==> src/rtl/arith_pkg.sv <==
// rtl/arith_pkg.sv - shared state encoding and default width for the arithmetic library
// Purpose : common types/constants for the bit-serial arithmetic cells.
// Contents: state_t (ST_IDLE, ST_SHIFT, ST_DONE), DEF_WIDTH.
package arith_pkg;

  typedef enum logic [1:0] {
    ST_IDLE  = 2'd0,
    ST_SHIFT = 2'd1,
    ST_DONE  = 2'd2
  } state_t;

  localparam int unsigned DEF_WIDTH = 8;

endpackage

==> src/rtl/full_subtractor.sv <==
// rtl/full_subtractor.sv - one-bit combinational full subtractor
// Purpose : d = a - b - bin for single bits, with borrow out.
// Ports   : in_bit1 (a), in_bit2 (b), in_borrow (bin) -> out_diff, out_borrow.
module full_subtractor (
  input  logic in_bit1,
  input  logic in_bit2,
  input  logic in_borrow,
  output logic out_diff,
  output logic out_borrow
);

  logic w_xor;

  assign w_xor      = in_bit1 ^ in_bit2;
  assign out_diff   = w_xor ^ in_borrow;
  // Borrow when b > a outright, or when a == b and a borrow is pending.
  assign out_borrow = (~in_bit1 & in_bit2) | (~w_xor & in_borrow);

endmodule

==> src/rtl/serial_subtractor.sv <==
// rtl/serial_subtractor.sv - bit-serial minuend - subtrahend - borrow, LSB first
// Purpose : computes A - B - bin mod 2^WIDTH one bit per clock through a single
//           full_subtractor cell and a borrow flip-flop.
// Ports   : in_clk, in_rst (sync, active-high), in_start, in_minuend,
//           in_subtrahend, in_borrow -> out_busy, out_done (1-cycle pulse),
//           out_difference, out_borrow (held until the next operation shifts).
module serial_subtractor #(
  parameter int unsigned WIDTH = arith_pkg::DEF_WIDTH
) (
  input  logic             in_clk,
  input  logic             in_rst,
  input  logic             in_start,
  input  logic [WIDTH-1:0] in_minuend,
  input  logic [WIDTH-1:0] in_subtrahend,
  input  logic             in_borrow,
  output logic             out_busy,
  output logic             out_done,
  output logic [WIDTH-1:0] out_difference,
  output logic             out_borrow
);

  import arith_pkg::*;

  // Holds 0..WIDTH; sized so that WIDTH=1 still gets a 1-bit counter.
  localparam int unsigned CW = $clog2(WIDTH + 1);
  localparam logic [CW-1:0] LAST = CW'(WIDTH - 1);

  state_t           r_state;
  state_t           w_next;
  logic [WIDTH-1:0] r_a;
  logic [WIDTH-1:0] r_b;
  logic             r_br;
  logic [CW-1:0]    r_count;
  logic [WIDTH-1:0] r_diff;
  logic             r_bout;

  logic             w_accept;
  logic             w_shift;
  logic             w_d;
  logic             w_bo;
  logic [WIDTH-1:0] w_diff_next;

  full_subtractor u_cell (
    .in_bit1    (r_a[0]),
    .in_bit2    (r_b[0]),
    .in_borrow  (r_br),
    .out_diff   (w_d),
    .out_borrow (w_bo)
  );

  // New bit enters at the MSB so that after WIDTH shifts the LSB-first
  // stream lines up with bit positions.
  generate
    if (WIDTH == 1) begin : g_w1
      assign w_diff_next = w_d;
    end else begin : g_wn
      assign w_diff_next = {w_d, r_diff[WIDTH-1:1]};
    end
  endgenerate

  always_ff @(posedge in_clk) begin
    if (in_rst) begin
      r_state <= ST_IDLE;
    end else begin
      r_state <= w_next;
    end
  end

  always_comb begin
    w_next   = r_state;
    w_accept = 1'b0;
    w_shift  = 1'b0;
    out_busy = 1'b0;
    out_done = 1'b0;
    case (r_state)
      ST_IDLE: begin
        if (in_start) begin
          w_accept = 1'b1;
          w_next   = ST_SHIFT;
        end
      end
      ST_SHIFT: begin
        out_busy = 1'b1;
        w_shift  = 1'b1;
        if (r_count == LAST) begin
          w_next = ST_DONE;
        end
      end
      ST_DONE: begin
        out_busy = 1'b1;
        out_done = 1'b1;
        w_next   = ST_IDLE;
      end
      default: begin
        w_next = ST_IDLE;
      end
    endcase
  end

  always_ff @(posedge in_clk) begin
    if (in_rst) begin
      r_a     <= '0;
      r_b     <= '0;
      r_br    <= 1'b0;
      r_count <= '0;
      r_diff  <= '0;
      r_bout  <= 1'b0;
    end else if (w_accept) begin
      // Result registers are left alone here so the previous result stays
      // readable until the first shift of this operation.
      r_a     <= in_minuend;
      r_b     <= in_subtrahend;
      r_br    <= in_borrow;
      r_count <= '0;
    end else if (w_shift) begin
      r_a     <= r_a >> 1;
      r_b     <= r_b >> 1;
      r_br    <= w_bo;
      r_count <= r_count + CW'(1);
      r_diff  <= w_diff_next;
      r_bout  <= w_bo;
    end
  end

  assign out_difference = r_diff;
  assign out_borrow     = r_bout;

endmodule

==> config.mk <==
export PLATFORM = sky130hd
export DESIGN_NAME = serial_subtractor
export DESIGN_NICKNAME = d
export VERILOG_FILES = /design/src/rtl/arith_pkg.sv /design/src/rtl/full_subtractor.sv /design/src/rtl/serial_subtractor.sv
export SDC_FILE = /design/constraint.sdc
export NUM_CORES = 1
export LEC_CHECK = 0
export ABC_CLOCK_PERIOD_IN_PS = 2800
export CORE_ASPECT_RATIO = 0.9
export CORE_UTILIZATION = 53
export DETAILED_ROUTE_END_ITERATION = 10
export PLACE_DENSITY = 0.85
export SYNTH_ARGS = -nofsm -noshare
export SYNTH_HDL_FRONTEND = slang
export SYNTH_SLANG_ARGS = --single-unit
export TNS_END_PERCENT = 50
==> constraint.sdc <==
create_clock -name in_clk -period 2.8 [get_ports in_clk]
set_clock_uncertainty 0.2 [all_clocks]
set_input_delay 0.56 -clock in_clk [delete_from_list [all_inputs] [get_ports in_clk]]
set_output_delay 0.56 -clock in_clk [all_outputs]
set_load 0.01 [all_outputs]
# ---- Word level (Yosys, flattened, before mapping)
# Cells that the tools add are included.
dict set report totals {
  ram_bits 0
  register_bits 32
  in_bits 20
  latchBits 0
  elab_cells 41
  output_inout_bits 11
  n_memories 0
  mem_bits_ro 0
}
dict set report classes {
  multipliers 0
  bitwise_logic 8
  reduce_logical 6
  add_sub_neg 1
  shifts 0
  div_mod_pow 0
  eq_ne 5
  magnitude_cmp 0
  n_mux 14
}
# cell n
set ops {}
lappend ops {{8-bit two-way mux} 4}
lappend ops {{1-bit two-way mux} 7}
lappend ops {{4-bit by 1-bit adder with 4-bit output, second input constant} 1}
lappend ops {{4-bit by 3-bit == test with 1-bit output, second input constant} 1}
lappend ops {{2-bit two-way mux} 2}
lappend ops {{2-bit != test, second input constant} 2}
lappend ops {{2-bit one-hot mux with 2 select lines} 1}
lappend ops {{2-bit AND reduction} 2}
lappend ops {{2-bit OR reduction} 2}
lappend ops {{1-bit NOT} 3}
lappend ops {{1-bit bitwise AND} 2}
lappend ops {{2-bit by 1-bit == test with 1-bit output, second input constant} 1}
lappend ops {{2-bit == test, second input constant} 1}
lappend ops {{2-bit zero test} 1}
lappend ops {{2-bit nonzero test} 1}
lappend ops {{1-bit bitwise XOR} 2}
lappend ops {{1-bit OR} 1}

# ---- Longest topological paths before layout
# Gate-level depths: netlist of the first run.
dict set report logic_depth {
  word_depth 6
  depth_mapped 7
  mapped_depth_nobuf 5
}

# ---- By module
# From an unflattened synthesis of the first run, not the netlist that was laid out.
dict set report hier_totals {
  hier_cells 145
  area_unflattened_um2 1431.4
}
# mod area_each_um2 n_inst cells_each seq_area_each_um2
set modules_own_cells {}
lappend modules_own_cells {serial_subtractor 1400.1 1 141 640.6}
lappend modules_own_cells {full_subtractor 31.3 1 4 0.0}

# ---- Least setup slack after synthesis of the first run
# No wires, ideal clock.
dict set report synth_timing {
  kind {reg2out}
  startpoint {register r_state[0]}
  endpoint {output out_busy}
  path_buffers 0
  stages_incl_launch_ff 3
  required_ns 2.040
  arrival_time_ns 0.752
  setup_slack_ns 1.288
  path_cell_list {dfxtp_1 inv_1 ha_1}
}
dict set report synth_between {
  elab_chain_len 3
  elab_cells_between_ends 4
  cone_classes {eq/ne (2); mux (1); reduce/logical (1)}
}
# item line
set synth_rtl {}
lappend synth_rtl {{from (decl)} serial_subtractor.sv:28} ;# state_t r_state;
lappend synth_rtl {{from (signal assigned)} serial_subtractor.sv:65} ;# r_state <= w_next;
lappend synth_rtl {{2-bit by 1-bit == test with 1-bit output or 2-bit == test (tied branches)} serial_subtractor.sv:75} ;# case (r_state)
lappend synth_rtl {{2-bit OR reduction (no source line) (*)} -}
lappend synth_rtl {{1-bit two-way mux (*)} serial_subtractor.sv:75}
lappend synth_rtl {{to (decl)} serial_subtractor.sv:16} ;# output logic out_busy,
# Every way passes the cells marked *; elsewhere a longest branch is shown, timed or not.

# ---- Final worst setup path of the first run
# Ends and elaborated chain as after synthesis.

==> results of run 1 <==
## logic make-up after synthesis
logic type / after synthesis / share of synthesized area [%]
AO/OA/AOI/OAI: 20 / 9.672
AND/OR/NAND/NOR: 43 / 13.47
adder cells (fa/ha/maj): 7 / 6.563
XOR/XNOR: 3 / 1.814
multiplexers: 25 / 17.27
buffers and inverters: 16 / 6.994
flip-flops: 32 / 44.21
## area by class of cell
| class | count | area, um^2 |
|---|---|---|
| Multi-Input combinational cell | 98 | 706.9 |
| Clock buffer | 6 | 41.29 |
| Fill cell | 190 | 705.7 |
| Sequential cell | 32 | 640.6 |
| Timing Repair Buffer | 34 | 330.3 |
| Tap cell | 28 | 35.03 |
| Inverter | 4 | 15.01 |
| Clock inverter | 2 | 35.03 |
## layer usage
| metal | vias up | global-route usage, % | wire, um |
|---|---|---|---|
| met4 | 0 | 13.82 | 66 |
| met5 | - | 0 | 0 |
| met1 | 517 | 24.02 | 1253 |
| met3 | 7 | 11.19 | 133 |
| li1 | 556 | - | - |
| met2 | 25 | 35.29 | 1421 |
## final timing paths
path              start  endpoint  slack, ns
min              r_b[7]    r_b[7]       0.30
max reg2reg  r_state[0]    r_a[4]       1.08
min reg2reg      r_b[7]    r_b[7]       0.30
max          r_state[0]  out_busy       0.40
## sequential cells by signal (all words and copies together), names as in the netlist
signal          count
r_b                 8
r_br                1
out_difference      8
r_state             2
r_count             4
out_borrow          1
r_a                 8
## tightest hold or removal path, cell delays in order, from the launching register on
cell      delay [ns]
dfxtp_1         0.33
nand3b_1        0.08
a21oi_1         0.06
## cells in the mapped netlist (2+ instances only)
cell type	number
dfxtp_1	32
nand2b_1	4
inv_1	4
a21oi_1	4
a211oi_1	15
xor2_1	2
clkbuf_1	4
mux2i_1	25
nand2_1	6
ha_1	6
nand3b_1	3
buf_2	5
nor3_1	4
nor2_1	23
## power by group through the flow
| stage | clock network, mW | logic (mW) | registers (mW) |
|---|---|---|---|
| after floorplan | 0 | 0.452 | 0.614 |
| after global placement | 0 | 0.523 | 0.619 |
| after detailed placement | 0 | 0.543 | 0.627 |
| after CTS | 0.358 | 0.550 | 0.619 |
| after global routing | 0.386 | 0.600 | 0.632 |
| final | 0.353 | 0.546 | 0.620 |
==> impl_metrics.env, run 1 <==
export IMPL_clkTransAtPathRegs_ns=0.10
export IMPL_leakagePower_nw=0.6812
export IMPL_slowest_delay_ns=0.52
export IMPL_critPathTopFamily="buffers and inverters"
export IMPL_comb_power_share_pct=35.9
export IMPL_crit_fanout=4
export IMPL_cp_buffers_inverters=2
export IMPL_synth_edf_count=0
export IMPL_routedWlPerCell_um=14.09
export IMPL_power_internal_mw=1.009
export IMPL_clock_latency_ns=0.35
export IMPL_cts_setup_buffers=0
export IMPL_grt_max_degree=32
export IMPL_seq_power_share_pct=40.8
export IMPL_status="finished, violations left"
export IMPL_routed_via_count=1105
export IMPL_holdWs_ns=0.3041
export IMPL_p_switching_mw=0.5103
export IMPL_worstPathCellList="inv_1, ha_1, clkdlybuf4s50_1"
export IMPL_die_h_um=51.60
export IMPL_fin_ws_ns=0.3962
export IMPL_crit_type="reg2out"
export IMPL_io_buffers=30
export IMPL_gr_total_overflow=0
export IMPL_cp_depth=3
export IMPL_dp_slack_ns=0.7187
export IMPL_clkPwrFrac_pct=23.2
export IMPL_vdd_ir_drop_worst_mv=0.5153
export IMPL_cts_tree="built"
export IMPL_slew_viol_final=0
export IMPL_post_route_period_util_pct=85.85
export IMPL_htree_levels=2
export IMPL_die_area_um2=2947
export IMPL_grt_pass1_vias=1069
export IMPL_avgSynthCellArea_um2=9.924
export IMPL_final_net_count=202
export IMPL_diodes=0
export IMPL_routed_wirelength_mm=2.875
export IMPL_end_kind="output port"
export IMPL_syn_nets=173
export IMPL_power_mw=1.519
export IMPL_min_path_type="reg2reg"
export IMPL_cts_resized=0
export IMPL_clockBufferDepth=2
export IMPL_rsz0062_at_grt="no"
export IMPL_clk_root_buffer_cell="clkbuf_4"
export IMPL_die_width_um=57.12
export IMPL_cts_sinks=32
export IMPL_cp_data_arrival_time_ns=1.64
export IMPL_initial_core_util_pct=57.73
export IMPL_ant_nets=0
export IMPL_gp_congestion=0.7448
export IMPL_finalSetupViolCount=0
export IMPL_final_core_utilization_pct=71.88
export IMPL_layout_commonest_cell="dfxtp_1"
export IMPL_grt_pass1_wl_mm=4.719
export IMPL_place_detailed_hpwl_mm=1.907
export IMPL_coreArea_um2=2510
export IMPL_ctsHoldBuffers=0
export IMPL_layout_common_cells="dfxtp_1 (32), clkdlybuf4s50_1 (30), mux2i_1 (25)"
export IMPL_routed_via_density=5.417
export IMPL_route_detailed_drc=5
export IMPL_maxCapViolations=0
export IMPL_cts_buffers_inserted=5
export IMPL_yosysTopAreaCell="dfxtp_1"
export IMPL_holdPathStages=2
export IMPL_dpl_cell_area_um2=1728
export IMPL_r2r_cells=6
export IMPL_drtIter0Drc=32
export IMPL_tns_ns=0
export IMPL_firstDrtPassIters=7
export IMPL_syn_area_um2=1449
export IMPL_yosys_area_top_type_share_pct=44.21
export IMPL_stdcell_count=204
export IMPL_yosysSeqAreaShare_pct=44.21
export IMPL_cpMaxStageDelayCell="clkdlybuf4s50_1"
export IMPL_ys_ff_latch=32
export IMPL_pin_count=31
export IMPL_worstMarginPinSlew_ns=0.5860
export IMPL_slew_headroom_pct=60.93
export IMPL_cp_required_ns=2.04
export IMPL_ys_types=23
export IMPL_violations="design-rule violations"
export IMPL_rows=17
export IMPL_max_freq_ghz=0.4160
export IMPL_finalHoldViolCount=0
export IMPL_dp_cells=196
export IMPL_p_sw_share_pct=33.59
export IMPL_fin_area_um2=1804
export IMPL_grt_total_usage_pct=22.35
export IMPL_ys_top_cells_by_area="dfxtp_1 (44%), mux2i_1 (17%), a211oi_1 (7.8%)"
export IMPL_area_growth_pct=24.52
export IMPL_layout_drive_gt1_share_pct=6.250
export IMPL_antenna_found_initial=0
export IMPL_fin_crit_ns=2.404
export IMPL_powerDensity_nw_per_um2=842.0
export IMPL_yosysWarnings=0
export IMPL_async_flop_share_pct=0
export IMPL_postSynthCellCount=146
export IMPL_ys_flop_type="dfxtp_1"
export IMPL_start_kind="register"
Note: power is estimated with default switching activity, not from simulation.
==> run 2: changes to the inputs <==
- SETUP_SLACK_MARGIN: unset -> 0.2
==> results of run 2 <==
The final DEF is identical to that of run 1; final timing and power are the same.
==> RTL change (config.mk and constraints of run 1) <==
`DEF_WIDTH`: 8 -> 16.
--- a/src/rtl/arith_pkg.sv
+++ b/src/rtl/arith_pkg.sv
@@ -9,7 +9,7 @@
     ST_DONE  = 2'd2
   } state_t;
 
-  localparam int unsigned DEF_WIDTH = 8;
+  localparam int unsigned DEF_WIDTH = 16;
 
 endpackage
 
Interface: changed (resized in_minuend, in_subtrahend and out_difference); port bits go from 31 to 55. No check against the original RTL was run, so the function may have changed too.
==> RTL change against run 1 <==
Routed wire length up 68%. Synthesized area up 72%. Non-clock buffer count up 25. Total power up 83%. Cell area up 79%. Setup slack worse by 0.0019 ns. Hold slack worse by 0.0094 ns. Sequential cell count up 25. Core utilization up 0.13 points. Largest cell class unchanged.
==> RTL change: results (changes against run 1) <==
Detailed Routing Iterations Pass 1 4 (-3); post-synthesis sequential area ratio 45.7% (+1.5 points); synth cell count leaders dfxtp_1, nor2_1, mux2i_1; Min Hold Slack 0.295 ns (-0.00943 ns); clk slew on worst S/H paths 0.06 ns (-0.04 ns); Area contributors post-synth dfxtp_1, mux2i_1, a211oi_1, nor2_1, ha_1; Relative slew margins 67.2% (+6.3 points); largest net degree at the start of global routing 49 (+53%); Leakage Power 0.00122 uW (+79%); Num CTS Buffers 9 (+4); maximum vdd drop 0.403 mV (-22%); Reg2Reg Setup Slack 0.90 ns (-0.18 ns); final net count 343 (+70%); DRT Wirelength 4.84 mm (+68%); M3 GR Usage 10.9% (-0.30 points); I/O Buffers 54 (+80%); Total GRT Usage 21.7% (-0.61 points); Unique masters post-synth 25 (+8.7%); Cell Int Power 1920 uW (+90%); global-route wire length before repair 7.94 mm (+68%); status finished, final reports clean; HPWL Detailed 3.16 mm (+66%); htree depth 3 (+1); Net Count, Synth 292 (+69%); met2 Use GR 35.5% (+0.16 points); routability cong. 0.736 (-1.2%); Fill cells 347 (+83%); clk root buf clkbuf_8
==> RTL change: worst paths after layout <==
path | startpoint | to | cells after the start
worst max-delay path | r_state[0] | out_busy | 3
worst max register to register | r_state[0] | r_a[3] | 6
worst min register to register | r_state[1] | r_state[1] | 2
worst min-delay path | r_state[1] | r_state[1] | 2
==> RTL change: cells by family (layout without fill, tap and decap cells) <==
family                     Yosys count  after routing  synth area share (%)
AOI/OAI and AO/OA                   37             37                  10.8
xor gates and xnor gates             3              3                  1.05
adders and majority gates            8              8                  4.31
buffers and inverters               26             82                  6.97
DFF                                 57             57                  45.7
muxes                               49             49                  19.7
and+or+nand+nor                     68             68                  11.4
==> RTL change: per-stage QoR <==
step	total power (uW)	std cells	setup WS, ns	instance area, um2
5_1_grt	2950	366	0.317	3230
3_3_place_gp	1980	350	0.692	3030
6_report	2780	366	0.394	3230
4_1_cts	2800	366	0.381	3230
2_1_floorplan	1850	248	1.26	2490
3_5_place_dp	2000	350	0.624	3030
==> RTL change: layer usage <==
metal  part of all wire (%)  vias up  wire length, um
met5                      0        -                0
met3                    7.2        6              348
met1                     46      874             2240
met4                    1.2        0               59
met2                     45       45             2190
li1                       -      962                -
==> RTL change: power groups by stage <==
stage | clock (uW) | combinational, uW | sequential [uW]
global placement | 0 | 882 | 1100
detailed placement | 0 | 900 | 1100
global route | 841 | 998 | 1110
floorplan | 0 | 770 | 1080
CTS | 807 | 909 | 1090
finish | 791 | 903 | 1090
==> RTL change: layout make-up <==
class | instances | area share (%)
clock buffers | 14 | 5.34
repair buffers | 59 | 18.5
inverters | 7 | 0.813
clock inverters | 2 | 1.08
flip-flops and latches | 57 | 35.3
multi-input cells | 165 | 36.6
well taps | 62 | 2.40
==> RTL change: worst min-delay path, cell delays in order, from the launching register on <==
cell	delay (ns)
dfxtp_1	0.32
nand2b_1	0.07
mux2i_1	0.06
